==> config.mk <==
export PLATFORM = sky130hd
export DESIGN_NAME = reg_file
export DESIGN_NICKNAME = d
export VERILOG_FILES = /design/src/rtl/reg_file_pkg.sv /design/src/rtl/reg_file_read_port.sv /design/src/rtl/reg_file.sv
export SDC_FILE = /design/constraint.sdc
export NUM_CORES = 2
export LEC_CHECK = 0
export ABC_CLOCK_PERIOD_IN_PS = 20400
export BUFFER_PORTS_ARGS = -buffer_cell sky130_fd_sc_hd__buf_4
export CORE_MARGIN = 2
export CORE_UTILIZATION = 30
export CTS_CLUSTER_DIAMETER = 150
export DETAILED_ROUTE_END_ITERATION = 6
export GPL_TIMING_DRIVEN = 0
export SLEW_MARGIN = 20
export SYNTH_ARGS = -nofsm -noshare
export SYNTH_HDL_FRONTEND = slang
export SYNTH_SLANG_ARGS = --single-unit
==> constraint.sdc <==
create_clock -name clk -period 20.4 [get_ports clk]
set_input_delay 0 -clock clk [delete_from_list [all_inputs] [get_ports clk]]
set_output_delay 0 -clock clk [all_outputs]
set_load 0.03 [all_outputs]
==> src/rtl/reg_file_pkg.sv <==
// reg_file_pkg: shared ARM32 register-file constants and bypass hit helper
package reg_file_pkg;
  localparam int REG_N = 16;
  localparam int REG_W = 32;
  localparam int REG_LR = 14;
  localparam int REG_PC = 15;
  localparam int PC_OFFSET = 8;
  localparam logic TRUE = 1'b1;
  localparam logic FALSE = 1'b0;
  function automatic logic hit(input logic we, input logic [3:0] ws, input logic [3:0] rs);
    return we && ws == rs;
  endfunction
endpackage

==> src/rtl/reg_file_read_port.sv <==
// rf_read_port: one read mux with r15 substitution and two-level write bypass
module rf_read_port
  import reg_file_pkg::*;
#(
  parameter int DATA_W = 32,
  parameter int ADDR_W = 4,
  parameter int PC_OFF = PC_OFFSET,
  parameter bit BYPASS = 1'b1
) (
  input  logic [ADDR_W-1:0] rs,
  input  logic [DATA_W-1:0] pc_in,
  input  logic              we1,
  input  logic [ADDR_W-1:0] ws1,
  input  logic [DATA_W-1:0] wd1,
  input  logic              we2,
  input  logic [ADDR_W-1:0] ws2,
  input  logic [DATA_W-1:0] wd2,
  input  logic [DATA_W-1:0] stored,
  output logic [DATA_W-1:0] rd
);
  logic hit1, hit2;
  assign hit1 = BYPASS && hit(we1, 4'(ws1), 4'(rs));
  assign hit2 = BYPASS && hit(we2, 4'(ws2), 4'(rs));
  // r15 takes priority over any in-flight write so a PC read is never forwarded
  assign rd = rs == ADDR_W'(REG_PC) ? pc_in + DATA_W'(PC_OFF) :
              hit1 ? wd1 : hit2 ? wd2 : stored;
endmodule

==> src/rtl/reg_file.sv <==
// reg_file: 16x32 ARM32 register file, three combinational reads, two writes,
// r15 writes turned into a registered one-cycle redirect pulse
module reg_file
  import reg_file_pkg::*;
#(
  parameter int DATA_W = REG_W,
  parameter int ADDR_W = 4,
  parameter int PC_OFF = PC_OFFSET,
  parameter bit BYPASS = 1'b1
) (
  input  logic              clk,
  input  logic              rst,
  input  logic [DATA_W-1:0] pc_in,
  input  logic [ADDR_W-1:0] rf_rs1,
  input  logic [ADDR_W-1:0] rf_rs2,
  input  logic [ADDR_W-1:0] rf_rs3,
  output logic [DATA_W-1:0] rf_rd1,
  output logic [DATA_W-1:0] rf_rd2,
  output logic [DATA_W-1:0] rf_rd3,
  input  logic [ADDR_W-1:0] rf_ws1,
  input  logic [DATA_W-1:0] rf_wd1,
  input  logic              rf_we1,
  input  logic [ADDR_W-1:0] rf_ws2,
  input  logic [DATA_W-1:0] rf_wd2,
  input  logic              rf_we2,
  output logic              pc_wr_valid,
  output logic [DATA_W-1:0] pc_wr_data,
  input  logic [ADDR_W-1:0] dbg_addr,
  output logic [DATA_W-1:0] dbg_data
);
  localparam logic [ADDR_W-1:0] PC = ADDR_W'(REG_PC);
  logic [DATA_W-1:0] regs [2**ADDR_W];
  logic pc1, pc2;
  logic [ADDR_W-1:0] rs [3];
  logic [DATA_W-1:0] rd [3];
  assign pc1 = rf_we1 && rf_ws1 == PC;
  assign pc2 = rf_we2 && rf_ws2 == PC;
  // port 1 is applied last so it wins a same-register collision
  always_ff @(posedge clk or posedge rst)
    if (rst) begin
      for (int i = 0; i < 2**ADDR_W; i++) regs[i] <= '0;
      pc_wr_valid <= FALSE;
      pc_wr_data <= '0;
    end else begin
      if (rf_we2 && !pc2) regs[rf_ws2] <= rf_wd2;
      if (rf_we1 && !pc1) regs[rf_ws1] <= rf_wd1;
      pc_wr_valid <= pc1 || pc2;
      if (pc1 || pc2) pc_wr_data <= pc1 ? rf_wd1 : rf_wd2;
    end
  assign rs[0] = rf_rs1;
  assign rs[1] = rf_rs2;
  assign rs[2] = rf_rs3;
  for (genvar g = 0; g < 3; g++) begin : g_rd
    rf_read_port #(.DATA_W(DATA_W), .ADDR_W(ADDR_W), .PC_OFF(PC_OFF), .BYPASS(BYPASS)) u_rp (
      .rs(rs[g]), .pc_in(pc_in),
      .we1(rf_we1), .ws1(rf_ws1), .wd1(rf_wd1),
      .we2(rf_we2), .ws2(rf_ws2), .wd2(rf_wd2),
      .stored(regs[rs[g]]), .rd(rd[g])
    );
  end
  assign rf_rd1 = rd[0];
  assign rf_rd2 = rd[1];
  assign rf_rd3 = rd[2];
  assign dbg_data = dbg_addr == PC ? pc_in : regs[dbg_addr];
endmodule
* Yosys cells after proc, flatten, opt, wreduce, memory -nomap -nowiden
Cells that the tools add are included.
Storage, ports and cells: flip-flop bits (word level) 545, input port bits 124, logic and storage cells 91
Cells by class: add/sub/neg operators 1, magnitude comparators 8, eq/ne operators 12, muxes and demuxes 31, bitwise logic cells 6, reduce and logical (&&, ||, !) cells 15
Operator list (number):
- $bwmux W512 | 2
- $mux W512 | 2
- $mux W32 | 21
- $bmux W32 S4 | 4
- $demux W32 S4 | 2
- $add A32 B4 Y32 const B | 1
- $ge A5 B5 Y1 const B | 6
- $not A4 Y5 | 6
- $eq A4 B4 Y1 | 6
- $eq A4 B4 Y1 const B | 6
- $logic_and A1 B1 Y1 | 12
- $lt A5 B1 Y1 const B | 2
- $logic_not A1 Y1 | 2
- $logic_or A1 B1 Y1 | 1

* Logic depth before layout (Yosys ltp)
depth after elaboration 9, depth in mapped cells 10, mapped depth without buffers 5

* Modules after synthesis
From an unflattened synthesis, not the netlist that was laid out.
Unflattened totals: cell total of the unflattened synthesis 4379, area, all modules 44840.5 um2
Modules (own cells, without submodules):
- reg_file | times used 1, cells an instance 3608, area an instance 39893.3 um2, seq. area each 13638.1 um2
- rf_read_port | times used 3, cells an instance 257, area an instance 1649.1 um2, seq. area each 0.0 um2

* Worst setup path before layout
No wires, ideal clock.
kind input -> output, start input rf_ws2[2], end output rf_rd3[7], arrival time 2719 ps, data required time 20400 ps, slack 17681 ps, cell stages on the path 7, buffers on the path 2, cell sequence buf_2 -> xor2_1 -> or3b_2 -> o21ai_2 -> buf_2 -> a2111oi_0 -> a2111oi_0
On the way: cells in the longest elaborated chain, start to end 5
Ends and longest elaborated chain:
- start, declared | RTL line reg_file.sv:23 | input logic [ADDR_W-1:0] rf_ws2,
- $eq A4 B4 Y1 | RTL line reg_file_pkg.sv:11 | return we && ws == rs;
- $logic_and A1 B1 Y1 | RTL line reg_file_pkg.sv:11
- $mux W32 (2 in series) | RTL line reg_file_read_port.sv:26 | hit1 ? wd1 : hit2 ? wd2 : stored;
- $mux W32 | RTL line reg_file_read_port.sv:25 | assign rd = rs == ADDR_W'(REG_PC) ? pc_in + DATA_W'(PC_OFF) :
- end, declared | RTL line reg_file.sv:19 | output logic [DATA_W-1:0] rf_rd3,
No other way between the ends.

* Worst setup path in the final report
start input dbg_addr[0], end output dbg_data[13]
On the way: cells in the longest elaborated chain, start to end 5, elaborated cells between the ends (all ways) 6, classes of those cells eq/ne (1); mux (4); bitwise (1)
Ends and longest elaborated chain:
- start, declared | RTL line reg_file.sv:28 | input logic [ADDR_W-1:0] dbg_addr,
- $not A4 Y5 (not written as such) | RTL line reg_file.sv:64 | assign dbg_data = dbg_addr == PC ? pc_in : regs[dbg_addr];
- $bmux W32 S4 | RTL line reg_file.sv:64
- $mux W32 (not written as such) (2 in series) | RTL line reg_file.sv:64
- $mux W32 (*) | RTL line reg_file.sv:64
- end, declared | RTL line reg_file.sv:29 | output logic [DATA_W-1:0] dbg_data
Every way passes the cells marked *; elsewhere a longest branch is shown, timed or not. The select of a mux whose other input is x is not followed.

==> key figures <==
Outcome
  – Status: finished with violations
  – Failing checks: design-rule violations

Cells and area
  – Commonest cells after routing, fill and taps aside: mux2i_1, dfrtp_1, mux4_2, nor2_1, a21oi_1
  – Layout cells sized above 1: 26.3%
  – Final Core Density: 35.4%
  – Final Instance Area: 52300 um^2
  – Post-Layout Cell Count: 6565
  – Fill count: 15000
  – Nets: 4689
  – Commonest non-fill, non-tap cell in the layout: mux2i_1
  – Multi-input gate area: 28600 um^2
  – P&R area growth vs syn: 16.9%
  – Seq. cell area: 13600 um^2

Die
  – Ports: 285
  – FP Rows: 141
  – Die area: 152000 um^2
  – Floorplan Core Area: 148000 um^2
  – Die height: 390 um
  – Starting density of the core: 30.3%
  – Die Wd: 390 um

Clock tree
  – # resized after CTS: 0
  – Clock slew at reported path FFs: 60 ps
  – CTS Sinks: 545
  – CTS root buffer: clkbuf_16
  – Skew-Pair Late Insertion Delay: 700 ps
  – Post-CTS setup buffer count: 0
  – Clock Path Buffers: 3
  – Total CTS buffers: 70
  – CTS tree: yes
  – H-tree levels: 3

Route
  – DR iter-0 viols: 9182
  – Met3 wire length: 52.6 mm
  – Wire length on met1: 102 mm
  – Routed via count: 46200
  – DR DRC count: 6
  – Detailed-route wire length per cell: 44.6 um
  – Post-Route WL: 293 mm
  – Via/cell ratio: 7.04
  – Top Layer Used: met5
  – Routed wl met2: 113 mm
  – 1st-pass router iterations: 7
  – Detail Route Antenna Nets: 0

Logic synthesis
  – Cell variety after synth: 72
  – Sequential share of the synthesized area: 30.5%
  – FF+latch count, synth: 545
  – Ys async rst share: 100%
  – Avg Cell Area, Syn: 10.7 um^2
  – Cell area after synthesis: 44800 um^2
  – Top cells by area, synth: dfrtp_1, mux4_2, mux2i_1, a21oi_1, nor2_1
  – Number of synthesized flops with an enable pin: 0
  – Mapped Nets: 4324
  – Synth warn: 0
  – Synth Instances: 4199
  – Ys flop type: dfrtp_1
  – Post-synth top area cell: dfrtp_1
  – Share of the synthesized area in the top cell type: 30.5%

Hold path
  – Hold crit path type: input pin to register
  – Hold depth: 4

Global routing
  – Overflow left after global routing: 0
  – Largest net degree at the start of global routing: 93
  – Antenna violations before repair: 24
  – First-pass GRT wire length: 384 mm
  – Vias in the first global route: 42600
  – GR Util All Layers: 37.4%

Setup path
  – Worst path slowest cell: nand4_1
  – Slowest stage delay, CP: 1140 ps
  – Req. time, crit path: 20400 ps
  – Worst Path Arrival: 5050 ps
  – CP Max Fanout: 10
  – Worst setup EP type: output port
  – Worst path cell trace: clkbuf_1, buf_1, clkbuf_1, nand4_1, clkbuf_2, o21a_1, buf_4
  – Worst path most repeated cell: clkbuf_1
  – Setup crit start kind: input pin
  – FF-to-FF path depth: 2
  – WS Path Type: input pin to output port

Power
  – Pleak: 20.6 nW
  – Peak supply drop: 0.0725 mV
  – PD cells: 97.9 nW/um^2

Placement
  – I/O Buffers: 226
  – Cells after DPL: 6367
  – DPL Wire Length: 205 mm
  – GPL Wtd Cong: 1.06
  – Placed cell area: 49200 um^2

STA
  – Final count of hold timing violations: 0
  – Final worst-path cycle share: 24.7%
  – FMAX: 198 MHz
  – Worst relative slew slack: 5.26%
  – Finish-stage setup viols: 0
  – Max Slew Vio Count: 0
  – Worst-margin pin slew: 1420 ps
  – Layout Skew: 0 ps
  – Setup TNS: 0 ps
  – RSZ-0062 raised after global routing: false
  – Final Critical Period: 5050 ps

Flow run
  – MaxCap Viol Count: 0
==> through the flow <==
stage | total power, W | hold slack (ps) | worst slack [ps]
floorplan | 0.00287 | 206 | 5160
global placement | 0.00359 | 363 | -2900
detailed placement | 0.00363 | 68.5 | 16020
CTS | 0.00499 | 1.67 | 16010
global route | 0.00521 | 20.7 | 15770
finish | 0.00512 | 1.41 | 15350
==> layer usage <==
metal  track usage [%]  vias up
met1              44.5    23100
met3              22.8     1303
li1                  -    16800
met2              49.4     4966
met4              24.7       43
met5              2.58        -
==> path summary, 6_finish.rpt <==
check | slack (ps) | to | from
max | 15350 | dbg_data[13] | dbg_addr[0]
min | 1 | regs[194]$_DFF_PP0_ | rf_wd1[2]
max reg2reg | 19440 | pc_wr_data[30]$_DFFE_PP0P_ | pc_wr_data[30]$_DFFE_PP0P_
min reg2reg | 500 | regs[8]$_DFF_PP0_ | regs[8]$_DFF_PP0_
max in group asynchronous | 18080 | regs[211]$_DFF_PP0_ | rst
min in group asynchronous | 510 | regs[420]$_DFF_PP0_ | rst
==> flip-flops by register name, indices dropped and copies added, names as in the netlist <==
| name | flops |
|---|---|
| regs | 512 |
| pc_wr_data | 32 |
| pc_wr_valid | 1 |
==> report_power, final <==
group	internal [W]	switching (W)	leakage, nW
Clock	0.000803	0.000583	1.19
Combinational	0.000930	0.00110	12.9
Sequential	0.00134	0.000365	6.51
Total	0.00307	0.00204	20.6
==> layout make-up <==
cell class	count	share of cell area [%]
repair buffers	293	4.78
clock inverters	21	0.538
inverters	31	0.237
clock buffers	109	4.12
multi-input cells	3066	54.6
well taps	1930	4.62
plain buffers	557	4.95
diodes	13	0.0622
flip-flops and latches	545	26.1
==> critical path, delay by kind of cell <==
kind / cells / cell delay [ps]
buf+inv: 5 / 3350
simple gates: 1 / 1140
compound gates: 1 / 490
==> cell usage after synthesis (4+ instances only) <==
master,count
nand2_1,246
mux2_2,39
o21ai_0,232
a31o_2,5
and2_1,14
nor2_1,433
nand4_1,12
o22a_1,34
buf_2,144
inv_1,30
o31a_1,8
a22oi_1,75
a21oi_1,346
nand2b_1,14
o221a_2,5
and3_1,16
xnor2_1,20
o21a_1,39
nor4_1,9
mux4_2,529
o22ai_1,22
buf_4,28
nor3_1,39
buf_6,14
o31ai_1,30
buf_1,47
clkbuf_1,321
and4_1,5
o221ai_1,9
o32a_1,5
mux2i_1,603
nand3_1,57
nor3_2,4
dfrtp_1,545
nor2b_1,24
or3_1,4
a2111oi_0,28
o311a_1,8
o311ai_0,6
a221oi_1,12
xor2_1,18
nor3b_1,5
a211oi_1,69
nand3b_1,13
==> kinds of logic after synthesis <==
logic type / count (synthesis) / synth area share, %
simple gates: 908 / 8.80
mux: 1171 / 41.1
fa+ha+maj: 1 / 0.0280
buf+inv: 588 / 5.82
compound gates: 948 / 13.0
flops: 545 / 30.5
xor+xnor: 38 / 0.744
==> what timing repair did <==
item                                    in CTS  in global routing
hold endpoints to repair                   604                  0
endpoints found under the setup margin       0                  0
hold buffers                                53                  0
Note: power is estimated with default switching activity, not from simulation.
